File: src/rtl/dualportram_ctl_if.sv
// Port bundle for dualportram_ctl: two independent read/write ports plus status.
//   a/wra/rda/addrs_a   : port A write data, write enable, read enable, address
//   out_a/valid_a       : port A read data and read-data-valid pulse
//   b/wrb/rdb/addrs_b   : port B write data, write enable, read enable, address
//   out_b/valid_b       : port B read data and read-data-valid pulse
//   collision           : both ports wrote the same address on the previous edge
//   init_busy           : memory clear in progress
interface dualportram_ctl_if #(
    parameter int unsigned DATA_W = 8,
    parameter int unsigned ADDR_W = 3
) ();
    logic [DATA_W-1:0] a;
    logic              wra;
    logic              rda;
    logic [ADDR_W-1:0] addrs_a;
    logic [DATA_W-1:0] out_a;
    logic              valid_a;
    logic [DATA_W-1:0] b;
    logic              wrb;
    logic              rdb;
    logic [ADDR_W-1:0] addrs_b;
    logic [DATA_W-1:0] out_b;
    logic              valid_b;
    logic              collision;
    logic              init_busy;

    modport master (
        output a, wra, rda, addrs_a, b, wrb, rdb, addrs_b,
        input  out_a, valid_a, out_b, valid_b, collision, init_busy
    );

    modport slave (
        input  a, wra, rda, addrs_a, b, wrb, rdb, addrs_b,
        output out_a, valid_a, out_b, valid_b, collision, init_busy
    );
endinterface

File: src/rtl/dualportram_ctl.sv
// Parametrised true dual-port synchronous RAM with hardware clear after reset.
//   clk  : system clock, rising edge
//   rst  : synchronous active-high reset; restarts the clear sequence
//   bus  : dualportram_ctl_if slave modport (both ports, collision, init_busy)
// Read latency is RD_LAT (1 or 2) edges; RDW_MODE selects old (0) or new (1)
// data for a same-port read and write to the same address on one edge.
module dualportram_ctl #(
    parameter int unsigned DATA_W   = 8,
    parameter int unsigned ADDR_W   = 3,
    parameter int unsigned RD_LAT   = 1,
    parameter int unsigned RDW_MODE = 0
) (
    input logic              clk,
    input logic              rst,
    dualportram_ctl_if.slave bus
);
    localparam int unsigned DEPTH = 1 << ADDR_W;

    localparam logic [0:0] ST_INIT = 1'b0;
    localparam logic [0:0] ST_RUN  = 1'b1;

    logic [0:0]        state_q;
    logic [0:0]        state_d;
    logic [ADDR_W-1:0] clr_addr;
    logic              init_busy_q;
    logic              coll_q;

    logic [DATA_W-1:0] mem [DEPTH];

    logic run;
    logic same_addr;
    logic b_write_ok;
    assign run        = (state_q == ST_RUN);
    assign same_addr  = (bus.addrs_a == bus.addrs_b);
    // Port A wins a same-address write-write collision.
    assign b_write_ok = bus.wrb && !(bus.wra && same_addr);

    // Next-state logic: leave INIT once the last entry has been cleared.
    always_comb begin
        state_d = state_q;
        case (state_q)
            ST_INIT: if (clr_addr == ADDR_W'(DEPTH - 1)) state_d = ST_RUN;
            default: state_d = ST_RUN;
        endcase
    end

    // State, clear pointer and status flags.
    always_ff @(posedge clk) begin
        if (rst) begin
            state_q     <= ST_INIT;
            clr_addr    <= '0;
            init_busy_q <= 1'b1;
            coll_q      <= 1'b0;
        end else begin
            state_q     <= state_d;
            init_busy_q <= (state_d == ST_INIT);
            coll_q      <= run && bus.wra && bus.wrb && same_addr;
            if (state_q == ST_INIT) clr_addr <= clr_addr + ADDR_W'(1);
        end
    end

    // Storage array: cleared during INIT, written by the ports in RUN.
    always_ff @(posedge clk) begin
        if (!rst) begin
            if (!run) begin
                mem[clr_addr] <= '0;
            end else begin
                if (b_write_ok) mem[bus.addrs_b] <= bus.b;
                if (bus.wra)    mem[bus.addrs_a] <= bus.a;
            end
        end
    end

    // First read stage; cross-port writes never bypass into a read.
    logic [DATA_W-1:0] d1_a, d1_b;
    logic              v1_a, v1_b;

    always_ff @(posedge clk) begin
        if (rst) begin
            d1_a <= '0;
            d1_b <= '0;
            v1_a <= 1'b0;
            v1_b <= 1'b0;
        end else begin
            v1_a <= run && bus.rda;
            v1_b <= run && bus.rdb;
            if (run && bus.rda) begin
                d1_a <= ((RDW_MODE == 1) && bus.wra) ? bus.a : mem[bus.addrs_a];
            end
            if (run && bus.rdb) begin
                d1_b <= ((RDW_MODE == 1) && b_write_ok) ? bus.b : mem[bus.addrs_b];
            end
        end
    end

    // Optional second output stage keeps data and valid aligned.
    generate
        if (RD_LAT == 2) begin : g_lat2
            logic [DATA_W-1:0] d2_a, d2_b;
            logic              v2_a, v2_b;
            always_ff @(posedge clk) begin
                if (rst) begin
                    d2_a <= '0;
                    d2_b <= '0;
                    v2_a <= 1'b0;
                    v2_b <= 1'b0;
                end else begin
                    v2_a <= v1_a;
                    v2_b <= v1_b;
                    if (v1_a) d2_a <= d1_a;
                    if (v1_b) d2_b <= d1_b;
                end
            end
            assign bus.out_a   = d2_a;
            assign bus.out_b   = d2_b;
            assign bus.valid_a = v2_a;
            assign bus.valid_b = v2_b;
        end else begin : g_lat1
            assign bus.out_a   = d1_a;
            assign bus.out_b   = d1_b;
            assign bus.valid_a = v1_a;
            assign bus.valid_b = v1_b;
        end
    endgenerate

    assign bus.collision = coll_q;
    assign bus.init_busy = init_busy_q;
endmodule

File: src/flat_wrapper.sv
// flat-port wrapper written by rule: the top's interface ports become plain ports
module dualportram_ctl_flat 
#(
    parameter int unsigned DATA_W   = 8,
    parameter int unsigned ADDR_W   = 3,
    parameter int unsigned RD_LAT   = 1,
    parameter int unsigned RDW_MODE = 0
)
  (clk, rst, bus_a, bus_wra, bus_rda, bus_addrs_a, bus_b, bus_wrb, bus_rdb, bus_addrs_b, bus_out_a, bus_valid_a, bus_out_b, bus_valid_b, bus_collision, bus_init_busy);
  dualportram_ctl_if #(.DATA_W(DATA_W), .ADDR_W(ADDR_W)) bus_i ();
  input logic clk;
  input logic rst;
  input wire logic [$bits(bus_i.a)-1:0] bus_a;
  input wire logic [$bits(bus_i.wra)-1:0] bus_wra;
  input wire logic [$bits(bus_i.rda)-1:0] bus_rda;
  input wire logic [$bits(bus_i.addrs_a)-1:0] bus_addrs_a;
  input wire logic [$bits(bus_i.b)-1:0] bus_b;
  input wire logic [$bits(bus_i.wrb)-1:0] bus_wrb;
  input wire logic [$bits(bus_i.rdb)-1:0] bus_rdb;
  input wire logic [$bits(bus_i.addrs_b)-1:0] bus_addrs_b;
  output wire logic [$bits(bus_i.out_a)-1:0] bus_out_a;
  output wire logic [$bits(bus_i.valid_a)-1:0] bus_valid_a;
  output wire logic [$bits(bus_i.out_b)-1:0] bus_out_b;
  output wire logic [$bits(bus_i.valid_b)-1:0] bus_valid_b;
  output wire logic [$bits(bus_i.collision)-1:0] bus_collision;
  output wire logic [$bits(bus_i.init_busy)-1:0] bus_init_busy;
  assign bus_i.a = bus_a;
  assign bus_i.wra = bus_wra;
  assign bus_i.rda = bus_rda;
  assign bus_i.addrs_a = bus_addrs_a;
  assign bus_i.b = bus_b;
  assign bus_i.wrb = bus_wrb;
  assign bus_i.rdb = bus_rdb;
  assign bus_i.addrs_b = bus_addrs_b;
  assign bus_out_a = bus_i.out_a;
  assign bus_valid_a = bus_i.valid_a;
  assign bus_out_b = bus_i.out_b;
  assign bus_valid_b = bus_i.valid_b;
  assign bus_collision = bus_i.collision;
  assign bus_init_busy = bus_i.init_busy;
  dualportram_ctl #(.DATA_W(DATA_W), .ADDR_W(ADDR_W), .RD_LAT(RD_LAT), .RDW_MODE(RDW_MODE)) u_core (.clk(clk), .rst(rst), .bus(bus_i));
endmodule
File: config.mk
export PLATFORM = sky130hd
export DESIGN_NAME = dualportram_ctl_flat
export DESIGN_NICKNAME = d
export VERILOG_FILES = /design/src/rtl/dualportram_ctl_if.sv /design/src/rtl/dualportram_ctl.sv /design/src/flat_wrapper.sv
export SDC_FILE = /design/constraint.sdc
export NUM_CORES = 1
export LEC_CHECK = 0
export ABC_CLOCK_PERIOD_IN_PS = 6950
export CORE_MARGIN = 1
export CORE_UTILIZATION = 62
export CTS_CLUSTER_DIAMETER = 100
export CTS_CLUSTER_SIZE = 25
export DETAILED_ROUTE_END_ITERATION = 12
export GPL_TIMING_DRIVEN = 0
export PLACE_DENSITY = 0.86
export SLEW_MARGIN = 15
export SYNTH_ARGS = -nofsm -noshare
export SYNTH_HDL_FRONTEND = slang
export SYNTH_SLANG_ARGS = --single-unit
File: constraint.sdc
create_clock -name clk -period 6.95 [get_ports clk]
set_clock_uncertainty 0.05 [all_clocks]
set_input_delay 1.39 -clock clk [delete_from_list [all_inputs] [get_ports clk]]
set_output_delay 1.39 -clock clk [all_outputs]
set_load 0.01 [all_outputs]
# After elaboration in Yosys (flattened, before gate mapping)
# Memories as Yosys holds them, arrays and structs flattened. A register that Yosys moved wholly into a read port is not among the register bits.
# Cells that the tools add are included.
# Widths: inputs -> output; s select.
# totals
input_bits	28
rom_bits	0
output_inout_bits	20
reg_bits	8
wordCells	36
latchBits	0
ramBits	64
memories	1
# op_classes
muxes	16
shift	0
n_mul	0
n_eq_ne	2
bitwise	1
magnitude_cmp	0
n_div	0
reduce_logical	9
addsub	1
# memory_table
name	words	width	read_ports	rd_clocked_by_memory_dff	wr	line	text
u_core.mem	8	8	2	2	2	dualportram_ctl.sv:28	logic [DATA_W-1:0] mem [DEPTH];
# op_table
op	count
$mux 1	14
$mux 8	1
$reduce_or 8->1	1
$logic_and 1x1->1	7
$add 3x1->3 const B	1
$eq 3x3->1	1
$eq 3x3->1 const B	1
$mux 3	1
$logic_not 1->1	1
$not 1->1	1

# Longest topological paths before layout
# Gate-level depths: netlist of run 1.
# logic_depth
word_depth	10
ltp_mapped	7
depth_no_buf	5

# Least setup slack after synthesis of run 1
# OpenSTA, ideal clock, no wires.
# synth_path
path_type	input-to-reg
startpoint	input bus_addrs_a[1]
endpoint	memory u_core.mem[1][0] (enable)
setup_time_ns	0.384
path_buffers	2
t_arrival_ns	2.743
path_stages	6
t_required_ns	6.516
setup_slack_ns	3.773
path_cell_list	buf_6 xnor2_1 a41oi_2 buf_6 a32oi_1 o21ai_0
# synth_lines
item	line	text
start: declaration	flat_wrapper.sv:16	input wire logic [$bits(bus_i.addrs_a)-1:0] bus_addrs_a;
end: declaration	dualportram_ctl.sv:28	

==> reports/summary.txt, run 1 <==
Max Clk Rate = 258 MHz
element type at the critical path end = flop
vias in the first global route = 3,261
Max rail drop VDD = 0.000119 V
share of post-route cells with drive strength above 1 = 0.371
post-CTS setup buffer count = 0
CTS resizes = 0
first-iteration detailed-routing DRC count = 305
proportion of synthesized area in mux cells = 0.332
Setup TNS = 0 ps
Async SR Flop Fraction = 0
pin count of the biggest net entering global routing = 17
Placeable Area = 7450 um^2
diodes inserted = 0
post-synthesis xor/xnor area fraction = 0.00871
proportion of synthesized chip area in sequential cells = 0.492
setup repair after global routing missed its margin = false
clock slew seen by the registers of the worst setup and hold paths = 90 ps
netlist area before placement = 4880 um^2
Clock H-tree levels = 3
Die Span Y = 90.8 um
final worst-path cycle share = 0.557
synthesis-to-finish area growth = 16.8%
Post-synth EDFFs = 64
normalized max-slew margin = 0.258
aggregate global-route resource usage = 0.295
Starting Density = 0.656
die area = 8240 um^2
weighted congestion at the end of routability-driven global placement = 0.835
number of remaining DRC errors = 0
residual overflow from global routing = 0
worst-case setup slack after placement = 2740 ps
Power Density = 190 nW/um^2
count of final setup violators = 0
global-route wire length before repair = 17,400 um
min cycle time layout = 3870 ps
dominant combinational cell family by area after synthesis = multiplexers
remaining antenna violation count = 0
share of synthesized cell area in and, or, nand and nor gates = 0.0684
top_reg_cell synth = edfxtp_1
startpoint types = primary input
Synth area leader = edfxtp_1
number of unique standard cell types used by synthesis = 44
WL per Instance = 23.2 um
Via density = 6.39
worst-path cell chain = clkdlybuf4s50_1 -> nor2b_2 -> and3b_1 -> buf_2 -> nand2_1 -> o21ai_1
kind of critical path = in2reg
Post-Syn Nets = 360
count of input and output buffers = 46
number of antenna violations at the first check in global routing = 0
count of mapped cells out of synthesis = 330
Clock Latency Late Sink = 370 ps
Max clock buf depth = 2
post-synthesis sequential element count = 88
hold-fix buffer count after cts = 0
# nets final = 419
number of slew-limit violations in the final report = 0
top-area cell type share of the netlist area = 0.394
count of pins on the block boundary = 48
actual transition at the worst max-transition pin = 1110 ps
Worst path top cell family by delay = simple AND/OR/NAND/NOR gates
number of buffers and inverters on the critical path = 2
die outline width = 90.8 um
MaxCap Viol Count = 0
dpl hpwl = 7910 um
run status = finished clean
CTS tree = done
number of search-and-repair iterations in the first detailed-routing pass = 5
total leakage power = 2.06 nW
Yosys warnings = 0
final wirelength = 11,400 um
CTS buffer count = 9
crit path max fanout = 9
Worst Path Required = 6890 ps
highest cell delay on the worst timing path = 780 ps
total number of vias = 3,150
CTS Root Cell = clkbuf_8
leading cell types by count after synthesis = edfxtp_1, mux2_2, mux4_2
Hold WC Path Type = reg2reg
cell with the largest stage delay on the worst path = o21ai_1
Avg Cell Area, Syn = 14.8 um^2
compound-cell area share of the yosys netlist = 0.0541
row cnt = 31
synthesized-area fraction occupied by adder cells = 0.00512
Clock Sink Count = 88
data arrival time of the critical path = 3810 ps
count of final hold-check violations = 0
minimum setup slack in the final design = 3080 ps
biggest area contributors in the synthesized netlist = edfxtp_1, mux2_2, mux4_2
kinds of logic (layout without fill, tap and decap cells):
| logic type | count (synthesis) | in the layout |
|---|---|---|
| muxes | 114 | 114 |
| AOI/OAI and AO/OA | 34 | 34 |
| adders and majority gates | 2 | 2 |
| xor gates and xnor gates | 4 | 4 |
| DFF | 88 | 88 |
| buffers and inverters | 35 | 99 |
| and+or+nand+nor | 53 | 53 |
worst paths after layout:
kind / end / slack [ps] / start / depth (start not counted)
worst max register to register: u_core.mem[0][2] / 4320 / u_core.run / 5
worst max-delay path: u_core.mem[0][2] / 3080 / rst / 6
worst min-delay path: u_core.bus.out_b[1] / 440 / u_core.bus.out_b[1] / 2
worst min register to register: u_core.bus.out_b[1] / 440 / u_core.bus.out_b[1] / 2
layer usage:
layer  up-vias  GRT usage  share of wire
met3        35     0.0606          0.076
met5         -          0              0
met1      1535      0.365           0.39
met4         0      0.149          0.031
li1       1425          -              -
met2       155      0.492           0.51
power breakdown:
part	internal [mW]	switching, mW	total [mW]
sequential	0.573	0.00794	0.581
clock	0.193	0.202	0.395
combinational	0.0545	0.0555	0.110
total	0.820	0.265	1.09
layout by cell type (no fill, tap or decap), drive strengths merged, types with 4 or more instances in the layout:
master and n:
inv 10, clkdlybuf4s50 46, o21ai 4, dfxtp 24
buf 24, mux2 64, o21bai 4, clkbuf 17
edfxtp 64, nor2 19, mux2i 18, a211oi 13
mux4 32, and2 11
cell type report:
class,instances,area [um^2]
inverter,6,22.5
clock inverter,6,71.3
buffer,29,171
multi-input combinational,207,2290
clock buffer,10,149
fill,465,1740
sequential,88,2400
tap,99,124
timing repair buffer,48,475
worst min-delay path, cell delays in order, from the launching register on:
cell and delay, ps:
dfxtp_1 330, nand2b_1 70, a22oi_1 60
registers in the layout, summed over array words and instances (netlist names):
register	cells
u_core.mem	64
u_core.bus.init_busy	1
u_core.bus.valid_a	1
u_core.bus.collision	1
u_core.clr_addr	3
u_core.bus.out_b	8
u_core.bus.out_a	8
u_core.run	1
u_core.bus.valid_b	1
through the flow:
step	hold slack, ps	instance area, um^2	util	power, mW	instances
after floorplan	446	4880	-	0.656	330
after global placement	417	5470	0.734	0.697	475
after detailed placement	423	5480	0.736	0.702	477
after CTS	438	5700	0.766	1.09	493
after global routing	468	5700	0.766	1.12	493
final	444	5700	0.766	1.09	493
Note: power is estimated with default switching activity, not from simulation.
==> run 2, diff against run 1 <==
Settings changed: ABC_CLOCK_PERIOD_IN_PS 6950 to 3500, CORE_UTILIZATION 62 to 52, PLACE_DENSITY 0.86 to 0.77.
Clock period 6.95 ns to 3.5 ns, I/O delays scaled along.
==> run 2 against run 1 <==
Against the previous run:
- setup slack worse by 2800 ps
- cell count is 1.8% higher
- sequential share of layout area is 0.16 points higher
- die area is 19% higher
- first-iteration DRC count is 34% lower
- hold slack worse by 12 ps
- cell area is 0.37% lower
- via count is 0.76% higher
- non-clock buffer count stayed put
- clock power is 75% higher
- count of clock-buffer cells in the layout stayed put
- sequential power is 98% higher
- critical endpoint is now u_core.mem[5][2]
- highest routed layer unchanged
==> reports/summary.txt, run 2 (synthesis gave the netlist of run 1 again) <==
final worst-path cycle share = 0.917
synthesis-to-finish area growth = 16.3%
pin count of the biggest net entering global routing = 17 (unchanged)
CTS buffer count = 9 (unchanged)
weighted congestion at the end of routability-driven global placement = 0.766 (-8.2%)
CTS resizes = 0 (unchanged)
run status = finished clean
WL per Instance = 23.7 um (+2.4%)
count of pins on the block boundary = 48 (unchanged)
Max rail drop VDD = 0.000212 V (+78%)
number of slew-limit violations in the final report = 0 (unchanged)
Worst Path Required = 3430 ps (-3460 ps)
Clock Latency Late Sink = 370 ps (about the same)
number of filler cells placed in the layout = 654 (+41%)
total number of vias = 3,174 (+0.76%)
aggregate global-route resource usage = 0.256 (-0.0391)
total leakage power = 2.03 nW (-1.2%)
Die Span Y = 98.9 um (+9.0%)
vias in the first global route = 3,216 (-1.4%)
element type at the critical path end = flop
row cnt = 34 (+9.7%)
die outline width = 98.9 um (+9.0%)
post-CTS setup buffer count = 0 (unchanged)
crit path max fanout = 10 (+1)
Largest register FFs = 64 (unchanged)
Clock Sink Count = 88 (unchanged)
number of search-and-repair iterations in the first detailed-routing pass = 5 (unchanged)
min cycle time layout = 3210 ps
CTS tree = done
count of final hold-check violations = 0 (unchanged)
die area = 9780 um^2 (+19%)
data arrival time of the critical path = 3140 ps (-670 ps)
normalized max-slew margin = 0.209 (-0.0489)
Power Density = 364 nW/um^2 (+91%)
dpl hpwl = 8090 um (+2.3%)
startpoint types = primary input
Setup TNS = 0 ps (unchanged)
Placeable Area = 8890 um^2 (+19%)
# nets final = 419 (unchanged)
MaxCap Viol Count = 0 (unchanged)
number of remaining DRC errors = 0 (unchanged)
final wirelength = 11,900 um (+4.3%)
global-route wire length before repair = 17,900 um (+2.9%)
clock slew seen by the registers of the worst setup and hold paths = 90 ps (about the same)
Hold WC Path Type = reg2reg
kind of critical path = in2reg
largest reg by FF count = u_core.mem
hold-fix buffer count after cts = 0 (unchanged)
Clock H-tree levels = 3 (unchanged)
residual overflow from global routing = 0 (unchanged)
Starting Density = 0.549 (-0.106)
diodes inserted = 0 (unchanged)
count of input and output buffers = 46 (unchanged)
first-iteration detailed-routing DRC count = 201 (-34%)
Max Clk Rate = 312 MHz
Via density = 6.32 (-1.0%)
leading cell types in the layout, fill and taps excluded = mux2_2, edfxtp_1, clkdlybuf4s50_1
Max clock buf depth = 2 (unchanged)
CTS Root Cell = clkbuf_8
remaining antenna violation count = 0 (unchanged)
share of post-route cells with drive strength above 1 = 0.371 (unchanged)
total power after layout = 2.07 mW (+90%)
number of antenna violations at the first check in global routing = 0 (unchanged)
setup repair after global routing missed its margin = false
Core Util, Final = 0.639 (-0.127)
count of final setup violators = 0 (unchanged)
actual transition at the worst max-transition pin = 1180 ps (+78.3 ps)
-- run 2: cell count changes in the layout (fill, tap and decap cells not counted) --
cell | previous run | this run
clkinvlp_4 | 0 | 2
inv_4 | 2 | 0
inv_6 | 1 | 3
bufinv_16 | 1 | 0
clkbuf_16 | 1 | 0
clkbuf_8 | 9 | 10
inv_8 | 1 | 0
-- run 2: per-layer routing --
| metal | up-vias | part of all wire | global-route usage |
|---|---|---|---|
| met5 | - | 0 | 0 |
| met4 | 0 | 0.027 | 0.106 |
| met3 | 36 | 0.071 | 0.0319 |
| met2 | 162 | 0.52 | 0.458 |
| met1 | 1546 | 0.39 | 0.313 |
| li1 | 1430 | - | - |
-- run 2: path summary, 6_finish.rpt --
path / startpoint / cells after the start / slack [ps] / end
hold / removal: u_core.bus.out_b[2] / 2 / 430 / u_core.bus.out_b[2]
setup reg to reg: u_core.run / 5 / 910 / u_core.mem[2][1]
hold reg to reg: u_core.bus.out_b[2] / 2 / 430 / u_core.bus.out_b[2]
setup / recovery: rst / 6 / 290 / u_core.mem[5][2]
-- run 2: per-stage QoR --
step           area [um^2]  hold slack (ps)  instances  setup WS [ps]
2_1_floorplan         4880              446        330           1010
4_1_cts               5680              437        502            325
6_report              5680              432        502            292
3_5_place_dp          5490              419        486          -47.7
5_1_grt               5680              457        502            222
3_3_place_gp          5480              412        484           -442
-- run 2: cell type report --
class,count,area (um^2),area share
tap,108,135,0.0238
buffer,29,171,0.0302
sequential,88,2400,0.423
multi-input combinational,207,2290,0.403
timing repair buffer,48,475,0.0837
clock buffer,10,138,0.0242
clock inverter,6,50.0,0.00881
inverter,6,22.5,0.00396
-- run 2: worst max-delay path, stage by stage --
cell and delay [ps]:
clkdlybuf4s50_1 560, nand3b_1 310, a41oi_2 300, buf_6 200, a31oi_1 130, o21bai_1 940
-- run 2: power by group --
group | internal (mW) | switching (mW)
combinational | 0.108 | 0.113
sequential | 1.14 | 0.0160
clock | 0.287 | 0.404
==> run 3, diff against run 2 <==
Settings changed: ABC_AREA set to 0, GPL_ROUTABILITY_DRIVEN set to 0.
==> results of run 3 <==
No change in the layout: final DEF, timing and power equal those of run 2.
